==> config.mk <==
export PLATFORM = sky130hd
export DESIGN_NAME = id_hazard_ctrl
export DESIGN_NICKNAME = d
export VERILOG_FILES = /design/src/rtl/id_hazard_ctrl.sv
export SDC_FILE = /design/constraint.sdc
export NUM_CORES = 1
export LEC_CHECK = 0
export BUFFER_PORTS_ARGS = -buffer_cell sky130_fd_sc_hd__buf_2
export CAP_MARGIN = 20
export CORE_MARGIN = 5
export CORE_UTILIZATION = 50
export DETAILED_ROUTE_END_ITERATION = 8
export GPL_ROUTABILITY_DRIVEN = 1
export GPL_TIMING_DRIVEN = 0
export PLACE_DENSITY = 0.82
export SYNTH_ARGS = -nofsm -noshare
export SYNTH_HDL_FRONTEND = slang
export SYNTH_SLANG_ARGS = --single-unit
export TNS_END_PERCENT = 20
==> constraint.sdc <==
create_clock -name clk -period 4.6 [get_ports clk]
set_input_delay 0.46 -clock clk [delete_from_list [all_inputs] [get_ports clk]]
set_output_delay 0.46 -clock clk [all_outputs]
set_load 0.01 [all_outputs]
==> src/rtl/id_hazard_ctrl.sv <==
// IF/ID control: branch/jump resolution in ID plus load-use and branch-operand stalls.
// Optional HZD_PERF_CNT_EN adds stall_cycles/flush_count performance counters.
module id_hazard_ctrl #(
    parameter int unsigned ADDR_W    = 32,  // must be >= 29 for the j target concatenation
    parameter int unsigned MAX_STALL = 2
) (
    input  logic              clk,
    input  logic              rst,
    input  logic [31:0]       Instruction_in,
    input  logic [ADDR_W-1:0] Next_Address_in,
    input  logic              rs_eq,
    input  logic              idex_memread,
    input  logic              idex_regwrite,
    input  logic [4:0]        idex_dst,
    input  logic              exmem_memread,
    input  logic [4:0]        exmem_dst,
    input  logic              ext_stall,
    output logic              PCWrite,
    output logic              hzdetect,
    output logic              freeze,
    output logic              flush,
    output logic              PCSrc,
    output logic [ADDR_W-1:0] Branch_Address,
`ifdef HZD_PERF_CNT_EN
    output logic [31:0]       stall_cycles,
    output logic [31:0]       flush_count,
`endif
    output logic              idex_bubble
);

    localparam logic [5:0] OpRtype = 6'b000000;
    localparam logic [5:0] OpBeq   = 6'b000100;
    localparam logic [5:0] OpBne   = 6'b000101;
    localparam logic [5:0] OpJ     = 6'b000010;
    localparam logic [5:0] OpSw    = 6'b101011;
    localparam logic [1:0] MaxStall = 2'(MAX_STALL);

    logic [5:0]  op;
    logic [4:0]  rs, rt;
    logic [15:0] imm;
    logic        is_beq, is_bne, is_j, is_branch, uses_rt;
    logic        rs_live, rt_live;
    logic        load_use, br_idex, br_exmem, hazard, taken;
    logic [1:0]  n_raw, n_stall;
    logic [1:0]  stall_cnt_d, stall_cnt_q;
    logic [ADDR_W-1:0] br_off;

    assign op  = Instruction_in[31:26];
    assign rs  = Instruction_in[25:21];
    assign rt  = Instruction_in[20:16];
    assign imm = Instruction_in[15:0];

    assign is_beq    = (op == OpBeq);
    assign is_bne    = (op == OpBne);
    assign is_j      = (op == OpJ);
    assign is_branch = is_beq | is_bne;
    assign uses_rt   = (op == OpRtype) | is_branch | (op == OpSw);

    // $0 is hard-wired, and j carries no register operands
    assign rs_live = (rs != 5'd0) & ~is_j;
    assign rt_live = (rt != 5'd0) & uses_rt;

    assign load_use = idex_memread & ((rs_live & (idex_dst == rs)) |
                                      (rt_live & (idex_dst == rt)));
    assign br_idex  = is_branch & idex_regwrite & ((rs_live & (idex_dst == rs)) |
                                                   (rt_live & (idex_dst == rt)));
    assign br_exmem = is_branch & exmem_memread & ((rs_live & (exmem_dst == rs)) |
                                                   (rt_live & (exmem_dst == rt)));

    always_comb begin
        n_raw = 2'd0;
        if (load_use || br_idex || br_exmem) n_raw = 2'd1;
        if (br_idex && idex_memread)         n_raw = 2'd2;
        n_stall = (n_raw > MaxStall) ? MaxStall : n_raw;
    end

    assign hazard = (n_raw != 2'd0);
    assign taken  = (is_beq & rs_eq) | (is_bne & ~rs_eq) | is_j;

    assign br_off = {{(ADDR_W - 18){imm[15]}}, imm, 2'b00};

    always_comb begin
        if (is_branch) begin
            Branch_Address = Next_Address_in + br_off;
        end else if (is_j) begin
            Branch_Address = {Next_Address_in[ADDR_W-1:28], Instruction_in[25:0], 2'b00};
        end else begin
            Branch_Address = Next_Address_in;
        end
    end

    always_comb begin
        stall_cnt_d = stall_cnt_q;
        PCWrite     = 1'b1;
        hzdetect    = 1'b0;
        freeze      = 1'b0;
        flush       = 1'b0;
        PCSrc       = 1'b0;
        idex_bubble = 1'b0;
        if (!rst) begin
            flush       = 1'b1;
            stall_cnt_d = 2'd0;
        end else if (ext_stall) begin
            PCWrite = 1'b0;
            freeze  = 1'b1;
        end else if (stall_cnt_q != 2'd0 || hazard) begin
            PCWrite     = 1'b0;
            hzdetect    = 1'b1;
            freeze      = 1'b1;
            idex_bubble = 1'b1;
            // the hazard cycle itself is the first of the N stall cycles
            stall_cnt_d = (stall_cnt_q != 2'd0) ? stall_cnt_q - 2'd1 : n_stall - 2'd1;
        end else if (taken) begin
            PCSrc = 1'b1;
            flush = 1'b1;
        end
    end

    always_ff @(posedge clk) begin
        if (!rst) begin
            stall_cnt_q <= 2'd0;
        end else begin
            stall_cnt_q <= stall_cnt_d;
        end
    end

`ifdef HZD_PERF_CNT_EN
    logic [31:0] stall_cycles_q, flush_count_q;

    always_ff @(posedge clk) begin
        if (!rst) begin
            stall_cycles_q <= 32'd0;
            flush_count_q  <= 32'd0;
        end else begin
            if (hzdetect) stall_cycles_q <= stall_cycles_q + 32'd1;
            if (PCSrc)    flush_count_q  <= flush_count_q + 32'd1;
        end
    end

    assign stall_cycles = stall_cycles_q;
    assign flush_count  = flush_count_q;
`endif

endmodule

======== Word-level counts from Yosys, hierarchy flattened ========
Index checks and enable logic that the tools add are counted.
word-level totals
  bits in registers ....................... 2
  input bits .............................. 81
  output and inout port bits .............. 38
cells by class
  $add $sub $neg .......................... 3
  magnitude comparators ................... 1
  eq/ne operators ......................... 8
  mux-type cells .......................... 19
  bitwise operators ....................... 23
  reduce and logical (&&, ||, !) cells .... 10
operators with widths
  operator             number
  $add 32x32->32       1
  $mux 32              1
  $mux 28              1
  $eq 5x5->1           4
  $mux 1               14
  $and 1x1->1          13
  $eq 6x3->1 const B   2
  $reduce_bool 5->1    2
  $or 1x1->1           7
  $eq 6x2->1 const B   1
  $eq 6x6->1 const B   1
  $logic_not 6->1      1
  $mux 2               3
  $reduce_bool 2->1    2
  $sub 2x1->2 const B  2
  $logic_or 1x1->1     3
  $not 1->1            3
  $gt 2x2->1 const B   1
  $reduce_and 2->1     1
  $logic_and 1x1->1    1

======== Depth between registers and ports, before layout ========
Gate-level depths: netlist of run 1.
  depth in word-level cells ............... 17
  gate-level depth with buffers ........... 10
  mapped depth without buffers ............ 10

======== Worst setup path before layout of run 1 ========
No wires, ideal clock.
  kind .................................... in2out
  from .................................... input Instruction_in[0]
  to ...................................... output Branch_Address[30]
  arrival ................................. 2.531 ns
  path slack .............................. 1.609 ns
  stages on the path ...................... 10
  cell sequence ........................... ha_1 > inv_1 > fa_1 > nor2b_1 > o2111ai_1 > a211oi_1 > nor4_2 > nor4_1 > nor3_1 > o31ai_1
between the ends
  word-level cells in the longest chain between the ends .. 2
ends and longest elaborated chain
  item                RTL line  source
  start: declaration  9         input logic [31:0] Instruction_in,
  $add 32x32->32      84        Branch_Address = Next_Address_in + br_off;
  $mux 32             83        if (is_branch) begin
  end: declaration    23        output logic [ADDR_W-1:0] Branch_Address,
No other way between the ends.

======== Worst setup path in the final report of run 1 ========
  from .................................... input Instruction_in[15]
  to ...................................... output Branch_Address[30]
Same word-level chain as after synthesis.

==> flow_metrics.env, run 1 <==
export IMPL_postRouteAntennaNets=0
export IMPL_cts_resized=0
export IMPL_syn_area_mm2=0.00277
export IMPL_layout_commonest_cell="buf_2"
export IMPL_fin_crit_sh_pct=79.1
export IMPL_finalInstanceArea_mm2=0.00349
export IMPL_synthSimpleGateAreaFrac_pct=27.1
export IMPL_drive_gt1_share_pct=28.6
export IMPL_wire_per_inst_um=15.8
export IMPL_avgSynthCellArea_um2=6.80
export IMPL_grt_setup_unrepaired="no"
export IMPL_hold_end="stall_cnt_q[1]$_SDFFE_PN0P_"
export IMPL_final_cell_mix="buf_2 (120), nand2_1 (47), a21oi_1 (34)"
export IMPL_die_area_mm2=0.00713
export IMPL_path_max_fanout=19
export IMPL_critPathArrivalTime_ns=3.18
export IMPL_grt_pass1_wl_um=15200
export IMPL_dieHeight_um=84.4
export IMPL_ys_warnings_count=0
export IMPL_comb_power_share_pct=81.3
export IMPL_crit_type="input pin to primary output"
export IMPL_first_iter_violations=170
export IMPL_crit_path_start_kind="input pin"
export IMPL_slew_headroom_pct=44.0
export IMPL_via_per_inst=5.88
export IMPL_use_met2_pct=45.1
export IMPL_p_sw_share_pct=48.5
export IMPL_top_usage_layer="met2"
export IMPL_gp_congestion=0.945
export IMPL_antenna_found_initial=0
export IMPL_status="complete, no violations"
export IMPL_clockBufferDepth=2
export IMPL_r2r_cells=3
export IMPL_hp_class="register to register"
export IMPL_power_leakage_nw=1.79
export IMPL_postCtsHoldBufs=0
export IMPL_synth_largest_area_cell="ha_1"
export IMPL_clkPwrFrac_pct=14.9
export IMPL_maxCapViolCount=0
export IMPL_clk_latency_ns=0.21
export IMPL_r2r_start="stall_cnt_q[1]$_SDFFE_PN0P_"
export IMPL_endpoint_kind="primary output"
export IMPL_grt_max_degree=20
export IMPL_path_clk_slew_ns=0.03
export IMPL_synth_top_family_by_area="compound AO/OA/AOI/OAI gates"
export IMPL_synthAdderAreaFrac_pct=13.8
export IMPL_setup_ws_ns=0.962
export IMPL_synthesis_nets=518
export IMPL_min_path_cells=1
export IMPL_synth_area_top_cells="ha_1 (13%), xnor2_1 (7.3%), nand2_1 (6.4%)"
export IMPL_hold_viol=0
export IMPL_p_per_area_mw_per_mm2=131
export IMPL_drcViolationCount=0
export IMPL_layout_min_cycle_time_ns=3.64
export IMPL_tightest_slew_ns=0.839
export IMPL_port_buffers=118
export IMPL_core_area_mm2=0.00544
export IMPL_clock_sink_count=2
export IMPL_slew_viol_final=0
export IMPL_synth_xor_xnor_area_share_pct=11.1
export IMPL_totalWireLength_um=9460
export IMPL_stdcell_count=600
export IMPL_synth_edf_count=0
export IMPL_start_util_pct=50.9
export IMPL_nets=641
export IMPL_largest_register="stall_cnt_q"
export IMPL_setup_viol=0
export IMPL_async_reset_ff_share_pct=0
export IMPL_vias=3530
export IMPL_power_frac_seq_pct=3.8
export IMPL_synth_compound_area_share_pct=31.6
export IMPL_fmax_mhz=275
export IMPL_synth_area_mux_share_pct=10.4
export IMPL_p_int_mw=0.236
export IMPL_fin_setup_tns_ns=0
export IMPL_yosysUniqueCellTypes=62
export IMPL_grt_overflow=0
export IMPL_netlist_instances=407
export IMPL_postCtsSetupBuffers=0
export IMPL_switchingPower_mw=0.222
export IMPL_hold_start="stall_cnt_q[1]$_SDFFE_PN0P_"
export IMPL_yosysSeqAreaShare_pct=1.45
export IMPL_postPlaceCellArea_mm2=0.00345
export IMPL_ios=119
export IMPL_timing_rr_end="stall_cnt_q[0]$_SDFFE_PN0P_"
export IMPL_yosysTopAreaCellShare_pct=13.1
export IMPL_die_w_um=84.4
export IMPL_synth_ff_type="dfxtp_1"
export IMPL_reg_top3="stall_cnt_q: 2 flops"
export IMPL_cts_tree="done"
export IMPL_dr_pass1_iters=4
export IMPL_htree_levels=1
export IMPL_reg2reg_slack_ns=3.41
export IMPL_dp_slack_ns=0.993
export IMPL_required_ns=4.14
export IMPL_synth_seq_cells=2
export IMPL_rows=27
export IMPL_finClkSkew_ns=0.00244
export IMPL_areaGrowthSynthToFinish_pct=26.1
export IMPL_largest_register_ffs=2
export IMPL_grt_pass1_vias=3376
export IMPL_dp_hpwl_um=7610
export IMPL_cts_buffers=3
export IMPL_dp_cells=597
export IMPL_use_met1_pct=30.7
export IMPL_cts_root_buf="clkbuf_8"
export IMPL_use_met3_pct=4.42
export IMPL_diodes=0
export IMPL_grt_util_all_layers_pct=24.9
export IMPL_ir_worst_vdd_v=0.000180
[power by group through the flow]
stage                     clock, mW  sequential, mW  combinational (mW)
after floorplan                   0          0.0177               0.245
after global placement            0          0.0177               0.359
after detailed placement          0          0.0177               0.365
after CTS                    0.0691          0.0175               0.368
after global routing         0.0711          0.0175               0.412
final                        0.0682          0.0175               0.373
[cells by family (layout without fill, tap and decap cells)]
| group | after synthesis | count (layout) |
|---|---|---|
| buf+inv | 32 | 153 |
| fa+ha+maj | 30 | 30 |
| flops | 2 | 2 |
| simple gates | 145 | 145 |
| xor+xnor | 35 | 35 |
| compound gates | 136 | 136 |
| mux | 27 | 27 |
[metal layers]
layer  routed length (um)  part of all wire (%)  vias up
li1                     -                     -     1760
met5                    0                     0        -
met2                 4460                    47      148
met4                  165                   1.7        0
met3                  786                   8.3       14
met1                 4050                    43     1608
[synth_stat cells (all sizes together), types with 3 or more instances]
cell and n:
and2 5, ha 29, or3 4, inv 15, mux2 14, a31o 3
or4 5, nand3 9, o2111ai 3, a21oi 35, o22ai 4, nor2 26
a31oi 5, o21a 7, xnor2 23, or3b 3, a21o 13, xor2 12
o211a 5, or2 3, nor3 18, o31ai 3, buf 7, o21bai 6
nor4 4, a211oi 6, o21ai 34, nand2b 4, mux2i 13, clkbuf 10
nand2 47, and3 4
[final cells by class]
| cell class | instances | area, um^2 |
|---|---|---|
| buffer | 17 | 70.1 |
| timing repair buffer | 118 | 591 |
| sequential | 2 | 40.0 |
| tap | 72 | 90.1 |
| clock buffer | 3 | 41.3 |
| fill | 510 | 1950 |
| inverter | 15 | 56.3 |
| multi-input combinational | 373 | 2600 |
[critical path, stage by stage]
cell	delay, ns
buf_2	0.35
ha_1	0.30
clkbuf_1	0.19
a21o_1	0.19
a21oi_1	0.19
or3b_1	0.38
nor4_2	0.33
nor4_1	0.13
o21a_1	0.21
o31ai_1	0.25
buf_2	0.19
[stage by stage]
step           hold WS [ns]  total power [mW]  util [%]
2_1_floorplan         0.455             0.263         -
3_3_place_gp          0.474             0.377      63.4
3_5_place_dp          0.478             0.383      63.4
4_1_cts               0.495             0.454      64.2
5_1_grt               0.518             0.501      64.2
6_report              0.512             0.459      64.2
[worst max-delay path by stage]
stage                       start                  to  slack [ns]  cells past startpoint
2_1_floorplan   Instruction_in[0]  Branch_Address[30]        1.61                     10
3_3_place_gp   Instruction_in[15]  Branch_Address[30]        1.04                     11
3_5_place_dp   Instruction_in[15]  Branch_Address[30]        0.99                     11
4_1_cts        Instruction_in[15]  Branch_Address[30]        0.98                     11
5_1_grt        Instruction_in[15]  Branch_Address[25]        0.73                     11
6_report       Instruction_in[15]  Branch_Address[30]        0.96                     11
(Power assumes the default switching activity.)
==> inputs of run 2 (changes only) <==
ABC_AREA = 1   (was unset)
CORE_UTILIZATION = 46   (was 50)
PLACE_DENSITY = 0.78   (was 0.82)
clock period = 3.1 ns   (was 4.6 ns; I/O delays follow)
==> run 2 against run 1 <==
Effect of this change:
- wire length is 18% higher
- final cell count is 28% higher
- sequential power is 49% higher
- first-iteration DRC count is 61% higher
- flip-flop and latch count stayed put
- worst hold slack worse by 0.091 ns
- sequential share of layout area is 0.076 points lower
- total power is 53% higher
- clock skew is 0.00082 ns higher
- design area is 7.1% higher
- via count is 20% higher
- critical path type unchanged
- highest routed layer unchanged
==> flow_metrics.env, run 2 <==
export IMPL_yosysSeqAreaShare_pct=1.33
export IMPL_nFillCells=693
export IMPL_met3WireLength_um=813
export IMPL_layout_commonest_cell="nand2_1"
export IMPL_drcViolationCount=0
export IMPL_postPlaceCellArea_mm2=0.00370
export IMPL_synth_ff_type="dfxtp_1"
export IMPL_netlist_instances=572
export IMPL_finClkSkew_ns=0.00326
export IMPL_utilization_pct=58.9
export IMPL_areaGrowthSynthToFinish_pct=24.2
export IMPL_yosysMostFrequentCell="nand2_1"
export IMPL_synthesis_nets=683
export IMPL_grt_pass1_vias=4041
export IMPL_maxCapViolCount=0
export IMPL_largest_register_ffs=2
export IMPL_power_leakage_nw=2.08
export IMPL_layout_min_cycle_time_ns=2.60
export IMPL_gp_congestion=0.930
export IMPL_grt_util_all_layers_pct=25.9
export IMPL_grt_setup_unrepaired="no"
export IMPL_ir_worst_vdd_v=0.000136
export IMPL_yosysUniqueCellTypes=44
export IMPL_met1Wirelength_um=4860
export IMPL_yosysTopAreaCellShare_pct=17.9
export IMPL_finalInstanceArea_mm2=0.00374
export IMPL_fmax_mhz=384
export IMPL_drive_gt1_share_pct=23.4
export IMPL_wire_per_inst_um=14.5
export IMPL_htree_levels=1
export IMPL_setup_viol=0
export IMPL_critical_path_top_delay_family="compound AO/OA/AOI/OAI gates"
export IMPL_hp_class="input pin to register"
export IMPL_nets=806
export IMPL_postCtsSetupBuffers=0
export IMPL_path_buf_inv=3
export IMPL_dp_hpwl_um=9470
export IMPL_status="complete, no violations"
export IMPL_clk_latency_ns=0.21
export IMPL_grt_overflow=0
export IMPL_synth_edf_count=0
export IMPL_cpPeakStageDelay_ns=0.37
export IMPL_synth_common_cells="nand2_1 (144), inv_1 (80), nor2_1 (68), a21oi_1 (54), o21ai_0 (45)"
export IMPL_slowest_stage="ha_1"
export IMPL_synth_largest_area_cell="nand2_1"
export IMPL_path_max_fanout=16
export IMPL_r2r_start="stall_cnt_q[0]$_SDFFE_PN0P_"
export IMPL_final_cell_mix="nand2_1 (144), buf_2 (125), inv_1 (80)"
export IMPL_crit_path_start_kind="input pin"
export IMPL_cts_resized=0
export IMPL_hold_start="ext_stall"
export IMPL_grt_max_degree=17
export IMPL_fin_crit_sh_pct=84.0
export IMPL_ys_warnings_count=0
export IMPL_die_w_um=90.9
export IMPL_slew_headroom_pct=53.1
export IMPL_crit_type="input pin to primary output"
export IMPL_synth_seq_cells=2
export IMPL_synth_area_top_cells="nand2_1 (18%), ha_1 (12%), inv_1 (10%)"
export IMPL_start_util_pct=47.4
export IMPL_dp_cells=767
export IMPL_diodes=0
export IMPL_grt_pass1_wl_um=18300
export IMPL_clock_sink_count=2
export IMPL_path_clk_slew_ns=0.03
export IMPL_port_buffers=118
export IMPL_wl_met2_um=5340
export IMPL_fin_setup_tns_ns=0
export IMPL_highest_layer="met4"
export IMPL_tightest_slew_ns=0.703
export IMPL_reg_top3="stall_cnt_q: 2 flops"
export IMPL_ios=119
export IMPL_vias=4237
export IMPL_die_area_mm2=0.00827
export IMPL_core_area_mm2=0.00635
export IMPL_totalWireLength_um=11200
export IMPL_cts_root_buf="clkbuf_8"
export IMPL_cts_buffers=3
export IMPL_required_ns=2.79
export IMPL_setup_worst_path_start="Instruction_in[15]"
export IMPL_largest_register="stall_cnt_q"
export IMPL_postCtsHoldBufs=0
export IMPL_critPathArrivalTime_ns=2.29
export IMPL_hold_viol=0
export IMPL_postRouteAntennaNets=0
export IMPL_first_iter_violations=274
export IMPL_p_per_area_mw_per_mm2=188
export IMPL_dr_pass1_iters=5
export IMPL_antenna_found_initial=0
export IMPL_dieHeight_um=90.9
export IMPL_rows=29
export IMPL_clockBufferDepth=2
export IMPL_stdcell_count=770
export IMPL_avgSynthCellArea_um2=5.27
export IMPL_via_per_inst=5.50
export IMPL_async_reset_ff_share_pct=0
export IMPL_syn_area_mm2=0.00301
export IMPL_slew_viol_final=0
export IMPL_cp_cell_sequence="buf_2 -> ha_1 -> a21oi_1 -> o21ai_0 -> a21oi_1 -> nand3_1 -> nand2_1 -> inv_1 -> o21ai_0 -> nand3_1 -> nand2_1 -> buf_2"
export IMPL_cts_tree="done"
export IMPL_endpoint_kind="primary output"
==> run 2: final timing paths <==
check	slack, ns	end	cells past startpoint
max reg2reg	2.16	stall_cnt_q[0]$_SDFFE_PN0P_	6
max	0.50	Branch_Address[30]	12
min	0.42	stall_cnt_q[0]$_SDFFE_PN0P_	5
min reg2reg	0.48	stall_cnt_q[1]$_SDFFE_PN0P_	2
==> run 2: worst min-delay path, cell delays in order <==
cell,delay (ns)
buf_2,0.09
nand2_1,0.05
inv_1,0.04
nor2_1,0.04
nor2_1,0.06
==> run 2: cell type report <==
cell class                 instances  area [um^2]  area share [%]
multi-input combinational        476         2610            69.7
timing repair buffer             118          591            15.8
inverter                          82          308            8.23
tap                               77         96.3            2.58
buffer                            12         57.6            1.54
clock buffer                       3         41.3            1.10
sequential                         2         40.0            1.07
==> run 2: metal layers <==
layer  track usage (%)  up-vias
met5                 0        -
met4              5.26        0
met2              46.7      191
met1              32.7     1874
li1                  -     2147
met3              3.67       25
==> run 2: power breakdown <==
group / switching, mW / leakage, nW / internal (mW) / total, mW
registers: 0.0000000350 / 0.0161 / 0.0260 / 0.0260
logic: 0.357 / 2.04 / 0.218 / 0.575
clock network: 0.0199 / 0.0216 / 0.0821 / 0.102
total: 0.377 / 2.08 / 0.326 / 0.703
==> run 2: cells by family after synthesis <==
kind of cell | count (synthesis) | synth area share (%)
buf+inv | 94 | 12.1
compound gates | 143 | 26.9
fa+ha+maj | 30 | 12.7
simple gates | 283 | 41.1
xor+xnor | 20 | 5.82
flops | 2 | 1.33
==> run 2: through the flow <==
| step | power (mW) | worst slack, ns | hold WS [ns] |
|---|---|---|---|
| after floorplan | 0.397 | 1.08 | 0.448 |
| after global placement | 0.581 | 0.495 | 0.463 |
| after detailed placement | 0.591 | 0.524 | 0.472 |
| after CTS | 0.698 | 0.519 | 0.415 |
| after global routing | 0.778 | 0.229 | 0.464 |
| final | 0.703 | 0.496 | 0.421 |
==> inputs of run 3 (changes only) <==
ABC_AREA = 0   (was 1)
CORE_UTILIZATION = 50   (was 46)
PLACE_DENSITY = 0.82   (was 0.78)
clock period = 2.4 ns   (was 3.1 ns; I/O delays follow)
==> run 3 against run 2 <==
Effect of this change:
- the run now ends with negative setup slack left
- combinational power rose by 73%
- wire length rose by 2.1%
- sequential power rose by 29%
- design area rose by 16%
- worst hold slack got worse by 0.084 ns
- critical path depth rose by 1
- critical endpoint is now Branch_Address[26]
- largest cell class unchanged
- largest power group unchanged
- highest routed layer unchanged
==> flow_metrics.env, run 3 (synthesized netlist as in run 1, its figures left out) <==
export IMPL_vias=3920
export IMPL_required_ns=2.16
export IMPL_die_area_mm2=0.00713
export IMPL_tightest_slew_ns=0.649
export IMPL_gp_congestion=0.927
export IMPL_dp_cells=597
export IMPL_grt_max_degree=11
export IMPL_grt_util_all_layers_pct=28.2
export IMPL_htree_levels=1
export IMPL_via_per_inst=6.39
export IMPL_core_area_mm2=0.00544
export IMPL_postRouteAntennaNets=0
export IMPL_p_per_area_mw_per_mm2=267
export IMPL_drive_gt1_share_pct=46.4
export IMPL_path_max_fanout=4
export IMPL_finClkSkew_ns=0.000335
export IMPL_setup_viol=14
export IMPL_crit_type="input pin to primary output"
export IMPL_start_util_pct=50.9
export IMPL_hp_class="input pin to register"
export IMPL_maxCapViolCount=0
export IMPL_nets=654
export IMPL_largest_register="stall_cnt_q"
export IMPL_cts_buffers=3
export IMPL_dieHeight_um=84.4
export IMPL_reg_top3="stall_cnt_q: 2 flops"
export IMPL_ir_worst_vdd_v=0.000311
export IMPL_layout_min_cycle_time_ns=2.66
export IMPL_first_iter_violations=306
export IMPL_ios=119
export IMPL_path_clk_slew_ns=0.03
export IMPL_fmax_mhz=376
export IMPL_power_leakage_nw=1.98
export IMPL_largest_register_ffs=2
export IMPL_endpoint_kind="primary output"
export IMPL_grt_pass1_wl_um=17300
export IMPL_grt_overflow=0
export IMPL_totalWireLength_um=11400
export IMPL_status="finished with violations"
export IMPL_diodes=0
export IMPL_areaGrowthSynthToFinish_pct=57.0
export IMPL_drcViolationCount=0
export IMPL_layout_commonest_cell="buf_2"
export IMPL_crit_path_start_kind="input pin"
export IMPL_stdcell_count=613
export IMPL_cts_tree="done"
export IMPL_rows=27
export IMPL_final_cell_mix="buf_2 (116), nand2_1 (46), a21oi_1 (25)"
export IMPL_setup_ws_ns=-0.257
export IMPL_postPlaceCellArea_mm2=0.00350
export IMPL_violations="negative setup slack"
export IMPL_cts_root_buf="clkbuf_8"
export IMPL_clockBufferDepth=2
export IMPL_slew_headroom_pct=56.8
export IMPL_wire_per_inst_um=18.6
export IMPL_grt_pass1_vias=3793
export IMPL_clk_latency_ns=0.21
export IMPL_port_buffers=118
export IMPL_antenna_found_initial=0
export IMPL_finalPower_mw=1.16
export IMPL_slew_viol_final=0
export IMPL_utilization_pct=79.9
export IMPL_clock_sink_count=2
export IMPL_grt_setup_unrepaired="yes"
export IMPL_die_w_um=84.4
export IMPL_dp_hpwl_um=7680
export IMPL_finalInstanceArea_mm2=0.00435
export IMPL_hold_viol=0
export IMPL_dr_pass1_iters=5
export IMPL_fin_crit_sh_pct=111
export IMPL_critPathArrivalTime_ns=2.42
run 3: changes by cell type in the layout (fill, tap and decap cells not counted), sizes merged, moves of 23 or more:
cell | before | now
nand2 | 149 | 47
a21oi | 58 | 35
o21ai | 58 | 34
nand3 | 36 | 9
inv | 82 | 15
nor2 | 75 | 26
run 3: repair_timing:
item                       4_1_cts  5_1_grt
setup endpoints to repair       33       34
setup buffers                   13        5
pin swaps                       27       30
resized for setup               75       72
hold buffers                     0        0
gates cloned                     1        0
run 3: path summary, 6_finish.rpt:
| path | to | slack, ns | from | cells after the start |
|---|---|---|---|---|
| min reg2reg | stall_cnt_q[1]$_SDFFE_PN0P_ | 0.50 | stall_cnt_q[1]$_SDFFE_PN0P_ | 1 |
| min | stall_cnt_q[1]$_SDFFE_PN0P_ | 0.34 | rst | 2 |
| max | Branch_Address[26] | -0.26 | Next_Address_in[2] | 13 |
| max reg2reg | stall_cnt_q[0]$_SDFFE_PN0P_ | 1.24 | stall_cnt_q[0]$_SDFFE_PN0P_ | 3 |
run 3: cell type report:
class                           instances  area [um^2]
Clock buffer                            3         41.3
Multi-Input combinational cell        373         3240
Buffer                                 11         63.8
Fill cell                             371         1090
Inverter                               15         56.3
Tap cell                               72         90.1
Sequential cell                         2         40.0
Timing Repair Buffer                  137          820
run 3: metal layers:
| layer | vias up | share of wire (%) | global-route usage (%) |
|---|---|---|---|
| li1 | 1797 | - | - |
| met1 | 1799 | 37 | 33.2 |
| met2 | 256 | 48 | 50.1 |
| met3 | 68 | 9.8 | 4.71 |
| met4 | 0 | 5.1 | 12.2 |
| met5 | - | 0 | 0 |
run 3: power breakdown:
part           switching, mW  internal [mW]
combinational          0.523          0.471
sequential      0.0000000890         0.0335
clock                 0.0251          0.106
run 3: per-stage QoR:
stage / setup WS (ns) / hold slack [ns] / setup TNS (ns)
floorplan: -0.000488 / 0.378 / -0.000488
CTS: -0.256 / 0.326 / -2.05
detailed placement: -0.704 / 0.475 / -10.42
finish: -0.257 / 0.336 / -1.76
global route: -0.318 / 0.344 / -3.04
global placement: -0.676 / 0.470 / -9.69
run 3: worst max-delay path: stages:
cell and delay (ns):
buf_8 0.10, ha_4 0.15, inv_2 0.05, fa_2 0.22, nor2b_4 0.05, o2111ai_4 0.25
a211oi_2 0.13, nor4_4 0.39, buf_4 0.18, nor3_2 0.04, nand3b_1 0.18, a31oi_1 0.25
buf_2 0.18
